==> src/rtl/apb_strobe_fifo_if.sv <==
// Bus bundle between the APB IO block, the strobe FIFO and the DSP core.
// The slave side is the FIFO; the master side drives writes and the consumer ready.
interface apb_strobe_fifo_if #(
    parameter int WIDTH = 32
);
    logic [WIDTH-1:0] wr_data;
    logic             wr_strobe;
    logic             status_clear;
    logic [31:0]      status;
    logic [WIDTH-1:0] out_data;
    logic             out_valid;
    logic             out_ready;

    modport master (
        output wr_data, wr_strobe, status_clear, out_ready,
        input  status, out_data, out_valid
    );

    modport slave (
        input  wr_data, wr_strobe, status_clear, out_ready,
        output status, out_data, out_valid
    );
endinterface

==> src/rtl/apb_strobe_fifo.sv <==
// Edge-triggered write FIFO between an APB IO strobe and a streaming consumer.
// First-word-fall-through with a registered head word and a registered status word.
module apb_strobe_fifo #(
    parameter int WIDTH = 32,
    parameter int DEPTH = 16
) (
    input  logic               clock_clk,
    input  logic               reset,
    apb_strobe_fifo_if.slave   bus
);
    localparam int AW = $clog2(DEPTH);
    localparam int LW = AW + 1;
    localparam logic [LW-1:0] FULL_LEVEL = LW'(DEPTH);

    logic [WIDTH-1:0] mem [DEPTH];

    logic             strobe_d_reg;
    logic [AW-1:0]    wr_ptr_reg, wr_ptr_next;
    logic [AW-1:0]    rd_ptr_reg, rd_ptr_next;
    logic [LW-1:0]    level_reg, level_next;
    logic             ovf_reg, ovf_next;
    logic             out_valid_reg, out_valid_next;
    logic [WIDTH-1:0] out_data_reg, out_data_next;
    logic [31:0]      status_reg, status_next;

    logic push_req, pop, full, push_acc, ovf_event;

    always_comb begin
        push_req  = bus.wr_strobe & ~strobe_d_reg;
        pop       = out_valid_reg & bus.out_ready;
        full      = (level_reg == FULL_LEVEL);
        // A pop in the same cycle frees the slot, so a full FIFO still accepts.
        push_acc  = push_req & (~full | pop);
        ovf_event = push_req & full & ~pop;

        wr_ptr_next = push_acc ? wr_ptr_reg + AW'(1) : wr_ptr_reg;
        rd_ptr_next = pop      ? rd_ptr_reg + AW'(1) : rd_ptr_reg;

        level_next = level_reg;
        if (push_acc && !pop)
            level_next = level_reg + LW'(1);
        else if (pop && !push_acc)
            level_next = level_reg - LW'(1);

        ovf_next       = ovf_event | (ovf_reg & ~bus.status_clear);
        out_valid_next = (level_next != '0);

        // The only word not yet in memory is the one written this cycle; it is
        // the new head exactly when it ends up alone in the FIFO.
        if (push_acc && level_next == LW'(1))
            out_data_next = bus.wr_data;
        else if (level_next != '0)
            out_data_next = mem[rd_ptr_next];
        else
            out_data_next = out_data_reg;

        status_next = {ovf_next, (level_next == '0), (level_next == FULL_LEVEL),
                       20'd0, 9'(level_next)};
    end

    always_ff @(posedge clock_clk) begin
        if (push_acc)
            mem[wr_ptr_reg] <= bus.wr_data;
    end

    always_ff @(posedge clock_clk or posedge reset) begin
        if (reset) begin
            // Strobe history starts high so a strobe held across reset is not a write.
            strobe_d_reg  <= 1'b1;
            wr_ptr_reg    <= '0;
            rd_ptr_reg    <= '0;
            level_reg     <= '0;
            ovf_reg       <= 1'b0;
            out_valid_reg <= 1'b0;
            out_data_reg  <= '0;
            status_reg    <= 32'h4000_0000;
        end else begin
            strobe_d_reg  <= bus.wr_strobe;
            wr_ptr_reg    <= wr_ptr_next;
            rd_ptr_reg    <= rd_ptr_next;
            level_reg     <= level_next;
            ovf_reg       <= ovf_next;
            out_valid_reg <= out_valid_next;
            out_data_reg  <= out_data_next;
            status_reg    <= status_next;
        end
    end

    assign bus.out_valid = out_valid_reg;
    assign bus.out_data  = out_data_reg;
    assign bus.status    = status_reg;
endmodule
==> src/flat_wrapper.sv <==
// flat-port wrapper written by rule: the top's interface ports become plain ports
module apb_strobe_fifo_flat 
#(
    parameter int WIDTH = 32,
    parameter int DEPTH = 16
)
  (clock_clk, reset, bus_wr_data, bus_wr_strobe, bus_status_clear, bus_out_ready, bus_status, bus_out_data, bus_out_valid);
  apb_strobe_fifo_if #(.WIDTH(WIDTH)) bus_i ();
  input  logic clock_clk;
  input  logic reset;
  input wire logic [$bits(bus_i.wr_data)-1:0] bus_wr_data;
  input wire logic [$bits(bus_i.wr_strobe)-1:0] bus_wr_strobe;
  input wire logic [$bits(bus_i.status_clear)-1:0] bus_status_clear;
  input wire logic [$bits(bus_i.out_ready)-1:0] bus_out_ready;
  output wire logic [$bits(bus_i.status)-1:0] bus_status;
  output wire logic [$bits(bus_i.out_data)-1:0] bus_out_data;
  output wire logic [$bits(bus_i.out_valid)-1:0] bus_out_valid;
  assign bus_i.wr_data = bus_wr_data;
  assign bus_i.wr_strobe = bus_wr_strobe;
  assign bus_i.status_clear = bus_status_clear;
  assign bus_i.out_ready = bus_out_ready;
  assign bus_status = bus_i.status;
  assign bus_out_data = bus_i.out_data;
  assign bus_out_valid = bus_i.out_valid;
  apb_strobe_fifo #(.WIDTH(WIDTH), .DEPTH(DEPTH)) u_core (.clock_clk(clock_clk), .reset(reset), .bus(bus_i));
endmodule
==> config.mk <==
export PLATFORM = sky130hd
export DESIGN_NAME = apb_strobe_fifo_flat
export DESIGN_NICKNAME = d
export VERILOG_FILES = /design/src/rtl/apb_strobe_fifo_if.sv /design/src/rtl/apb_strobe_fifo.sv /design/src/flat_wrapper.sv
export SDC_FILE = /design/constraint.sdc
export NUM_CORES = 1
export LEC_CHECK = 0
export ABC_CLOCK_PERIOD_IN_PS = 4700
export CORE_ASPECT_RATIO = 0.8
export CORE_MARGIN = 2
export CORE_UTILIZATION = 54
export DETAILED_ROUTE_END_ITERATION = 12
export MAX_ROUTING_LAYER = met4
export PLACE_DENSITY = 0.75
export SYNTH_ARGS = -nofsm -noshare
export SYNTH_HDL_FRONTEND = slang
export SYNTH_SLANG_ARGS = --single-unit
==> constraint.sdc <==
create_clock -name clock_clk -period 4.7 [get_ports clock_clk]
set_input_delay 0.47 -clock clock_clk [delete_from_list [all_inputs] [get_ports clock_clk]]
set_output_delay 0.47 -clock clock_clk [all_outputs]
set_load 0.05 [all_outputs]
==> impl_metrics.ini <==
[critical_path]
slowest_delay_ps = 760
critical_path.max_fanout = 16
rr_endpoint = u_core.mem[14][22]
r2r_setup_slack_ps = 1180
cp.required_ps = 4980
crit_path_cell_trace = inv_2 -> ha_1 -> and4bb_1 -> a21oi_1 -> nand2_1 -> nor2_4 -> buf_4
worst_setup_path_start_kind = flip-flop
slowest_stage = nor2_4
cp-end-kind = flip-flop
crit_type = flip-flop to flip-flop
worst-path-buf-inv = 2
cp_data_arrival_time_ps = 3800
r2r-start = u_core.level_reg[0]
reg2reg_depth = 7
critical-path-top-delay-family = simple AND/OR/NAND/NOR gates

[detailed_routing]
wl_per_cell_um = 28.0
ant_nets = 0
drt-initial-drc-count = 1511
dr.pass1.iters = 5
dr_total_vias = 12335
drc_errors = 0
wirelength_mm = 53.3
viasPerCell = 6.49

[global_route]
grt_pass1_wl_mm = 79.3
grtUsageTotal_pct = 24.9
grt_pass1_vias = 12294
grt_max_degree = 68
gr-total-overflow = 0
antenna_found_initial = 0

[final_layout]
mostFrequentLayoutCell = edfxtp_1
drive_above_1_share_pct = 20.6
syn_to_final_growth_pct = 14.4
multi_input_area_mm2 = 0.00601
final-seq-area_mm2 = 0.0166
final_util_pct = 62.7
nFillCells = 2802
layout_common_cells = edfxtp_1, nand2_1, mux4_2, clkdlybuf4s50_1
largest_reg_flops = 512
fin_cells = 1901
fin_nets = 1349

[synthesis]
ys_warn_count = 0
synth_area_mm2 = 0.0230
yosysTopAreaCellShare_pct = 66.8
syn-mean-instance-area_um2 = 19.0
synth_area_leaders = edfxtp_1, mux4_2, dfrtp_1, a32o_1, mux2i_1
yosys.area.top_type = edfxtp_1
ys_types = 45
ys_seq_elements = 562
synth_edf_count = 512
synthFlopType = edfxtp_1
syn_inst = 1212
yosysSeqAreaShare_pct = 72.2
synthArstFlopShare_pct = 8.90

[power_and_ir_drop]
vdd_drop_max_mv = 0.666
p_per_area_mw_per_mm2 = 684
leakage_nw = 8.73

[timing]
setup_slack_ps = 1180
slew_violations = 0
slew_headroom_pct = 26.7
setup_violations = 0
finalCritPeriodShare_pct = 74.9
worst_pin_slew_ps = 1100
fin_crit_ps = 3520
rsz0062_at_grt = no
fin_setup_tns_ps = 0
hold_violations = 0
max_clock_freq_mhz = 284
fin_skew_ps = 19.3

[cts]
clk_pin_slew_ps = 60
cts_made_buffers = 53
clockBufferDepth = 3
cts_setup_buffers = 0
htree_levels = 2
clkSinkCount = 562
clock_latency_ps = 590
cts_root_buf = clkbuf_16
cts_tree = yes
cts_resized = 0
cts.hold.buffers_added = 0

[placement]
hpwl_mm = 29.5
portBuffers = 77
gp_congestion = 0.787
dpl_worst_slack_ps = 868
dp.cells = 1802

[flow_run]
cap_violations = 0

[worst_hold_path]
hp-class = primary input to async pin

[floorplanning]
die_area_mm2 = 0.0443
die_h_um = 189
core_mm2 = 0.0420
die_w_um = 235
initial_core_util_pct = 54.8
rows = 67
io_pins = 102

[run_status]
status = completed
[per-layer routing]
layer | part of all wire, % | global-route usage [%] | vias up
li1 | - | - | 5103
met1 | 41 | 35.8 | 6445
met2 | 47 | 36.8 | 668
met3 | 8.9 | 3.87 | 119
met4 | 3.3 | 8.86 | 0
met5 | 0 | - | -
[cell families after synthesis]
family,count (synthesis),synth area share [%]
flops,562,72.2
simple gates,213,3.97
mux,193,15.4
buf+inv,115,2.95
compound gates,112,4.70
xor+xnor,9,0.375
fa+ha+maj,7,0.380
other cells,1,0.0163
[synthesized netlist by cell type, types with 7 or more instances]
master and number:
mux4_2 128, buf_4 30, a221o_1 32, ha_1 7
buf_2 23, nand3_1 35, inv_1 9, nand2_1 137
nor2_1 17, a32o_1 64, dfrtp_1 48, edfxtp_1 512
mux2i_1 64, clkbuf_1 33, buf_6 14
[metrics by stage]
stage	total power [mW]	instance area (um2)	hold slack, ps
after CTS	18.1	26300	230
after global placement	13.7	24600	584
after floorplan	11.9	23100	474
final	18.0	26300	237
after global routing	18.7	26300	275
after detailed placement	13.9	24600	595
[how the worst max path moves through the flow]
stage	depth (start not counted)	start	to
after detailed placement	9	bus_out_ready	u_core.bus.out_data[0]
final	7	u_core.level_reg[0]	u_core.mem[14][22]
after global placement	9	bus_out_ready	u_core.bus.out_data[0]
after CTS	7	u_core.level_reg[0]	u_core.mem[12][22]
after floorplan	8	u_core.level_reg[0]	u_core.mem[15][0]
after global routing	7	u_core.level_reg[0]	u_core.mem[12][25]
[area by class of cell]
cell class | instances | share of cell area [%]
diodes | 1 | 0.00951
clock buffers | 68 | 5.48
clock inverters | 30 | 1.02
inverters | 10 | 0.143
multi-input cells | 558 | 22.8
flip-flops and latches | 562 | 63.2
well taps | 552 | 2.62
repair buffers | 120 | 4.72
[power breakdown]
part / internal (mW) / switching [mW]
Combinational: 3.33 / 4.08
Clock: 2.43 / 1.81
Sequential: 5.93 / 0.403
Total: 11.7 / 6.30
Power figures use the tool's default switching activity.
